==> config.mk <==
export PLATFORM = sky130hd
export DESIGN_NAME = deserializer_buffered
export DESIGN_NICKNAME = d
export VERILOG_FILES = /design/src/rtl/deserializer_buffered.sv
export SDC_FILE = /design/constraint.sdc
export NUM_CORES = 1
export LEC_CHECK = 0
export BUFFER_PORTS_ARGS = -buffer_cell sky130_fd_sc_hd__buf_4
export CAP_MARGIN = 20
export CORE_UTILIZATION = 48
export CTS_BUF_LIST = sky130_fd_sc_hd__clkbuf_2 sky130_fd_sc_hd__clkbuf_4 sky130_fd_sc_hd__clkbuf_8
export DETAILED_ROUTE_END_ITERATION = 8
export PLACE_DENSITY = 0.7
export SYNTH_ARGS = -nofsm -noshare
export SYNTH_HDL_FRONTEND = slang
export SYNTH_SLANG_ARGS = --single-unit
==> constraint.sdc <==
create_clock -name clock_100KHz -period 1.98 [get_ports clock_100KHz]
set_clock_uncertainty 0.15 [all_clocks]
set_input_delay 0.099 -clock clock_100KHz [delete_from_list [all_inputs] [get_ports clock_100KHz]]
set_output_delay 0.099 -clock clock_100KHz [all_outputs]
set_load 0.01 [all_outputs]
==> src/rtl/deserializer_buffered.sv <==
`default_nettype none
// ============================================================================
// Module      : deserializer_buffered
// Description : Double-buffered serial-to-parallel converter. Bits qualified
//               by write_in are collected into a shift register. Each
//               completed word is moved to a holding register and offered
//               downstream with a data_ready/ack_in handshake, so the next
//               word can be received while the previous one waits.
// Ports       : clock_100KHz - sole clock, rising edge
//               reset        - synchronous, active-low
//               data_in      - serial data bit
//               write_in     - data_in valid this cycle
//               status_out   - 1 = a bit can be accepted this cycle
//               data_out     - completed word (holding register)
//               data_ready   - data_out holds an unacknowledged word
//               ack_in       - consumer takes data_out
//               overflow_out - sticky: a bit was offered while status_out=0
// Revision    : 1.0 - initial release
// ============================================================================
module deserializer_buffered #(
  parameter int WIDTH     = 8,
  parameter bit MSB_FIRST = 1'b0
) (
  input  logic             clock_100KHz,
  input  logic             reset,
  input  logic             data_in,
  input  logic             write_in,
  output logic             status_out,
  output logic [WIDTH-1:0] data_out,
  output logic             data_ready,
  input  logic             ack_in,
  output logic             overflow_out
);

  localparam int            CW     = $clog2(WIDTH);
  localparam logic [CW-1:0] C_LAST = CW'(WIDTH - 1);

  typedef enum logic [0:0] {
    ST_RX    = 1'b0,
    ST_STALL = 1'b1
  } state_t;

  state_t           r_state;
  state_t           w_state_nxt;
  logic [CW-1:0]    r_cnt;
  logic [WIDTH-1:0] r_shift;
  logic [WIDTH-1:0] r_data;
  logic             r_ready;
  logic             r_ovf;

  logic             w_accept;
  logic             w_last;
  logic             w_load;
  logic             w_unstall;
  logic             w_ack_clr;
  logic [CW-1:0]    w_idx;
  logic [WIDTH-1:0] w_word;

  always_comb begin
    w_accept  = write_in && (r_state == ST_RX);
    w_last    = w_accept && (r_cnt == C_LAST);
    // Last bit goes straight to the holding register when it is free or
    // being emptied at this same edge; otherwise the word parks in r_shift.
    w_load    = w_last && (!r_ready || ack_in);
    w_unstall = (r_state == ST_STALL) && ack_in;
    // A plain ack empties the holding register only when nothing refills it.
    w_ack_clr = ack_in && r_ready && !w_load && (r_state == ST_RX);
    w_idx     = MSB_FIRST ? (C_LAST - r_cnt) : r_cnt;
    // Shift register with the current bit merged in: this is the full word
    // on the last-bit edge.
    w_word        = r_shift;
    w_word[w_idx] = data_in;

    w_state_nxt = r_state;
    case (r_state)
      ST_RX:    if (w_last && !w_load) w_state_nxt = ST_STALL;
      ST_STALL: if (ack_in)            w_state_nxt = ST_RX;
      default:                         w_state_nxt = ST_RX;
    endcase
  end

  always_ff @(posedge clock_100KHz) begin
    if (!reset) begin
      r_state <= ST_RX;
    end else begin
      r_state <= w_state_nxt;
    end
  end

  always_ff @(posedge clock_100KHz) begin
    if (!reset) begin
      r_cnt   <= '0;
      r_shift <= '0;
      r_data  <= '0;
      r_ready <= 1'b0;
      r_ovf   <= 1'b0;
    end else begin
      if (w_accept) begin
        r_shift <= w_word;
        // Counter returns to 0 after the last bit whether the word was
        // loaded or parked; a parked word is released as a whole.
        r_cnt   <= (r_cnt == C_LAST) ? '0 : r_cnt + CW'(1);
      end

      if (w_load) begin
        r_data  <= w_word;
        r_ready <= 1'b1;
      end else if (w_unstall) begin
        r_data  <= r_shift;
        r_ready <= 1'b1;
      end else if (w_ack_clr) begin
        r_ready <= 1'b0;
      end

      if (write_in && (r_state == ST_STALL)) begin
        r_ovf <= 1'b1;
      end
    end
  end

  assign status_out   = (r_state == ST_RX);
  assign data_out     = r_data;
  assign data_ready   = r_ready;
  assign overflow_out = r_ovf;

endmodule
`default_nettype wire

Word-level counts from Yosys, hierarchy flattened
Cells that the tools add are included.
{"block": "totals", "mem_bits_rw": 0, "ff_bits": 22, "latch_bits": 0, "mem_bits_ro": 0, "wordCells": 38, "memories": 0, "inputBits": 5, "output_inout_bits": 11}
{"block": "op_classes", "bitwise_logic": 1, "n_addsub": 1, "multipliers": 0, "order_cmp": 2, "muxes": 12, "n_shift": 0, "div": 0, "eq_ne": 1, "n_reduce_logical": 15}
{"cell": "two-way mux 8 bit", "n": 2}
{"cell": "logical AND 1 bit", "n": 10}
{"cell": "bitwise mux 8 bit", "n": 1}
{"cell": "two-way mux 1 bit", "n": 6}
{"cell": "< comparator 3 x 4 -> 1 bit (second input constant)", "n": 1}
{"cell": "adder 3 x 1 -> 3 bit (second input constant)", "n": 1}
{"cell": "demux 1 bit (select 3 bit)", "n": 1}
{"cell": "== test 3 bit (second input constant)", "n": 1}
{"cell": ">= comparator 3 x 1 -> 1 bit (second input constant)", "n": 1}
{"cell": "two-way mux 3 bit", "n": 1}
{"cell": "nonzero test 3 bit", "n": 1}
{"cell": "zero test 1 bit", "n": 2}
{"cell": "case mux 1 bit (2 select lines)", "n": 1}
{"cell": "nonzero test 2 bit", "n": 1}
{"cell": "logical OR 1 bit", "n": 1}
{"cell": "inverter 1 bit", "n": 1}

Depth between registers and ports, before layout
{"block": "depth", "ltp_word": 10, "ltp_mapped": 7, "depth_no_buf": 5}

Worst setup path after synthesis
Ideal clock, no wire load.
{"block": "synth_path", "kind": "register to register", "from": "register r_cnt[0]", "to": "register r_data[6] (netlist: data_out[6])", "arrival_time_ps": 1294, "required_time_ps": 1712, "path_slack_ps": 418, "setup_ps": 118, "synth_period_minus_slack_ps": 1562, "path_stages_with_launch": 8, "path_buffers": 2, "path_cell_list": "dfxtp_1 ha_1 ha_1 and3_1 buf_6 buf_12 o21ai_2 a21oi_2"}
{"block": "synth_via", "elab_chain_len": 6, "word_cells_on_any_way": 11, "cone_classes": "order compare (2); eq/ne (1); mux (4); reduce/logical (4)"}
{"item": "start, declared", "line_no": "45", "source": "logic [CW-1:0] r_cnt;"}
{"item": "start signal, assigned", "line_no": "102", "source": "r_cnt <= (r_cnt == C_LAST) ? '0 : r_cnt + CW'(1);"}
{"item": "< comparator 3 x 4 -> 1 bit (implied by the code) or >= comparator 3 x 1 -> 1 bit (tied branches)", "line_no": "72", "source": "w_word[w_idx] = data_in;"}
{"item": "logical AND 1 bit (implied by the code)", "line_no": "72"}
{"item": "two-way mux 1 bit (implied by the code)", "line_no": "72"}
{"item": "demux 1 bit (select 3 bit)", "line_no": "72"}
{"item": "bitwise mux 8 bit", "line_no": "72"}
{"item": "two-way mux 8 bit", "line_no": "105", "source": "if (w_load) begin"}
{"item": "end signal, assigned", "line_no": "106", "source": "r_data <= w_word;"}
{"item": "end signal, assigned", "line_no": "109", "source": "r_data <= r_shift;"}
{"item": "end, declared", "line_no": "47", "source": "logic [WIDTH-1:0] r_data;"}
Several ways; a longest one is shown, not always the timed one.
A chain may end at the register's enable or synchronous reset.

Final worst setup path
{"block": "layout_path", "from": "register r_cnt[0]", "to": "register r_state"}
{"block": "layout_via", "elab_chain_len": 7}
{"item": "== test 3 bit (*)", "line_no": "61", "source": "w_last = w_accept && (r_cnt == C_LAST);"}
{"item": "logical AND 1 bit (*)", "line_no": "61"}
{"item": "logical AND 1 bit", "line_no": "64", "source": "w_load = w_last && (!r_ready || ack_in);"}
{"item": "zero test 1 bit", "line_no": "76", "source": "ST_RX: if (w_last && !w_load) w_state_nxt = ST_STALL;"}
{"item": "logical AND 1 bit (*)", "line_no": "76"}
{"item": "two-way mux 1 bit (*)", "line_no": "76"}
{"item": "case mux 1 bit (2 select lines) (*)", "line_no": "75", "source": "case (r_state)"}
{"item": "end signal, assigned", "line_no": "86", "source": "r_state <= w_state_nxt;"}
{"item": "end, declared", "line_no": "43", "source": "state_t r_state;"}
Mark *: on every way between the ends. The rest lies on a longest branch, timed or not.

==> results by group <==
Outcome
  – Status: complete, no violations

Placement
  – Dpl cells: ~160
  – Placer Congestion: roughly 0.80
  – Post-DP HPWL: between 1500 and 2000 um
  – Port buffer count: 15
  – DP Area: 1230 sq um

GRT
  – Global route overflow: 0
  – Gr usage total: just over 20%
  – Met1 usage: about a quarter
  – Largest net degree at the start of global routing: 17
  – GR peak layer: met2
  – Vias in the first global route: about 860
  – Grt met2 use: approximately 34%
  – Initial antenna violation count: 0
  – First-pass GRT wire length: 3840 um
  – GR Util met3: between 3 and 4%

STA
  – RSZ-0062 raised after global routing: no
  – Relative slew margins: about three quarters
  – Worst-margin pin slew: 393 ps
  – Fin. max-slew vios: 0
  – Setup TNS: 0 ps
  – Tmin final: 1820 ps
  – F_max: approximately 0.55 GHz
  – Final hold violation count: 0
  – Final Cycle Share: 92.1%
  – # setup viols final: 0

Synth
  – Post-synth top cells: 22 x dfxtp_1, 14 x a21oi_1, 12 x mux2i_1, 9 x nor2_1, 9 x o21ai_0
  – Yosys top cell area share: approximately two fifths
  – Largest area contributor in the netlist: dfxtp_1
  – Mux share of post-synthesis cell area: a little under a fifth
  – Most frequent cell after synthesis: dfxtp_1
  – Synth warnings: 0
  – Post-synthesis adder-cell area fraction: ~2.2%
  – Syn Area/Cell: ~9.5 sq um
  – Xor and xnor area share after synthesis: 0%
  – Ys flop type: dfxtp_1
  – Main combinational cell family by area after synthesis: multiplexers
  – Post-synth cell types: 28
  – Syn nets: around 130
  – Ys async rst share: 0%
  – Simple-gate share of the synthesized area: between 10% and 20%
  – Register area share after synthesis: 39.1%
  – Ranking of synthesized cells by area: dfxtp_1 39%, mux2i_1 11%, mux2_2 8.0%, a21oi_1 6.2%, o21ai_0 4.0%
  – Synth Area in Compound Gates: between 10% and 20%
  – Post-synth EDFFs: 0
  – Syn Inst Count: roughly 120
  – Cell Area, Synth: roughly 1100 sq um
  – Yosys reg bits: 22

Finish
  – Layout cells sized above 1: 29.2%
  – # nets final: 145
  – Area Overhead vs Synth: 17.1%
  – N_diodes: 0
  – Fin util: between 50% and 60%
  – Final instance area: 1320 sq um
  – Non-Filler Instances: approximately 170

Route
  – WL final: between 2000 and 2500 um
  – Number of remaining DRC errors: 0
  – Vias: 900
  – Wire per inst: between 10 and 15 um
  – Drt via density: between 5 and 6
  – Initial DRC count: 15
  – 1st-pass router iterations: 4
  – Antenna viol nets, final: 0

Clocking
  – Clock Path Buffers: 2
  – CTS Sinks: 22
  – TritonCTS buffer count: 3
  – Clk root buf: clkbuf_4
  – Worst-path clk slew: 120 ps
  – H-tree depth: 1
  – Clk Latency, worst-skew pair: ~300 ps
  – CTS tree: built

Setup path
  – CP Capture Type: flop
  – Kind of critical path: flop to flop
  – Register-to-register setup slack: ~160 ps
  – Worst R2R Start: r_cnt[0]
  – Worst Reg-to-Reg Cells: 5
  – R2r endpoint: r_state
  – Worst setup path start: r_cnt[0]
  – CP Max Fanout: 5
  – Crit path to: r_state
  – Arr. time, crit path: 1880 ps
  – Data required time of the critical path: around 2000 ps
  – Startpoint Class: flop

Die
  – Die W: between 50 and 60 um
  – Effective utilization at floorplan: 51.0%
  – Row cnt: 17
  – Core Area: about 2200 sq um
  – Ports: 16
  – Die area: roughly 2500 sq um
  – Chip Height: 50.5 um

Power
  – Lkg Pwr: approximately 0.56 nW
  – Final total power: between 0.7 and 0.8 mW
  – P per Cell Area: between 500 and 600 nW/um^2
  – Max VDD drop: just under 400 uV

Flow run
  – Max-Cap Viols: 0

Min path
  – HP Class: flop to flop
[cell families (layout without fill, tap and decap cells)]
kind of cell,after synthesis,after routing
buffers and inverters,12,30
multiplexers,20,20
AO/OA/AOI/OAI,30,30
adder cells (fa/ha/maj),2,2
AND/OR/NAND/NOR,33,33
flip-flops,22,22
[sequential cells by signal (all words and copies together) (netlist names)]
signal / flops
r_state: 1
r_shift: 8
data_out: 8
r_cnt: 3
data_ready: 1
overflow_out: 1
[metrics by stage]
step	hold WS (ps)	setup WS [ps]
4_1_cts	355	116
5_1_grt	396	56.8
3_5_place_dp	146	288
2_1_floorplan	27.4	418
6_report	347	156
3_3_place_gp	141	360
[final cells by class]
cell class	count	area (sq um)
timing repair buffer	24	193
multi-input combinational	85	607
tap	28	35.0
inverter	2	7.51
clock buffer	4	36.3
sequential	22	442
fill	205	892
[routing by layer]
layer / routed length [um] / vias up / share of wire, %
li1: - / 457 / -
met2: 1160 / 6 / 52
met4: 14 / 0 / 0.63
met5: 0 / - / 0
met1: 1030 / 435 / 46
met3: 33 / 2 / 1.5
[power by group]
part	switching [mW]	internal (mW)
clock	0.138	0.112
combinational	0.0444	0.0343
sequential	0.00592	0.451
[worst max-delay path, stage by stage (launching register included)]
cell and delay, ps:
dfxtp_1 340, ha_1 200, ha_1 230, a31oi_1 190, nor3_1 60, dlygate4sd3_1 560
[cell usage in the layout (no fill, tap or decap), drive strengths merged, types with 2 or more instances in the layout]
cell,count
mux2,8
nor4b,2
ha,2
inv,2
nand2,6
dfxtp,22
nor2,9
a31oi,2
clkbuf,4
nand3,2
a21oi,16
nor3b,2
dlygate4sd3,5
nand3b,4
nor3,3
o21ai,12
buf,19
mux2i,12
nand2b,2
[how the worst min path moves through the flow]
stage                         endpoint         start  slack (ps)  depth (start not counted)
after floorplan                r_state        ack_in          30                          1
after global routing      overflow_out  overflow_out         400                          2
after global placement         r_state        ack_in         140                          2
final                     overflow_out  overflow_out         350                          2
after CTS                 overflow_out  overflow_out         350                          2
after detailed placement       r_state        ack_in         150                          2
[what timing repair did]
item / 4_1_cts / 5_1_grt
hold buffers: 5 / 0
resized for setup: 0 / 1
endpoints found under the setup margin: 0 / 1
buffers inserted: 0 / 0
hold endpoints to repair: 18 / 0
Power figures use the tool's default switching activity.
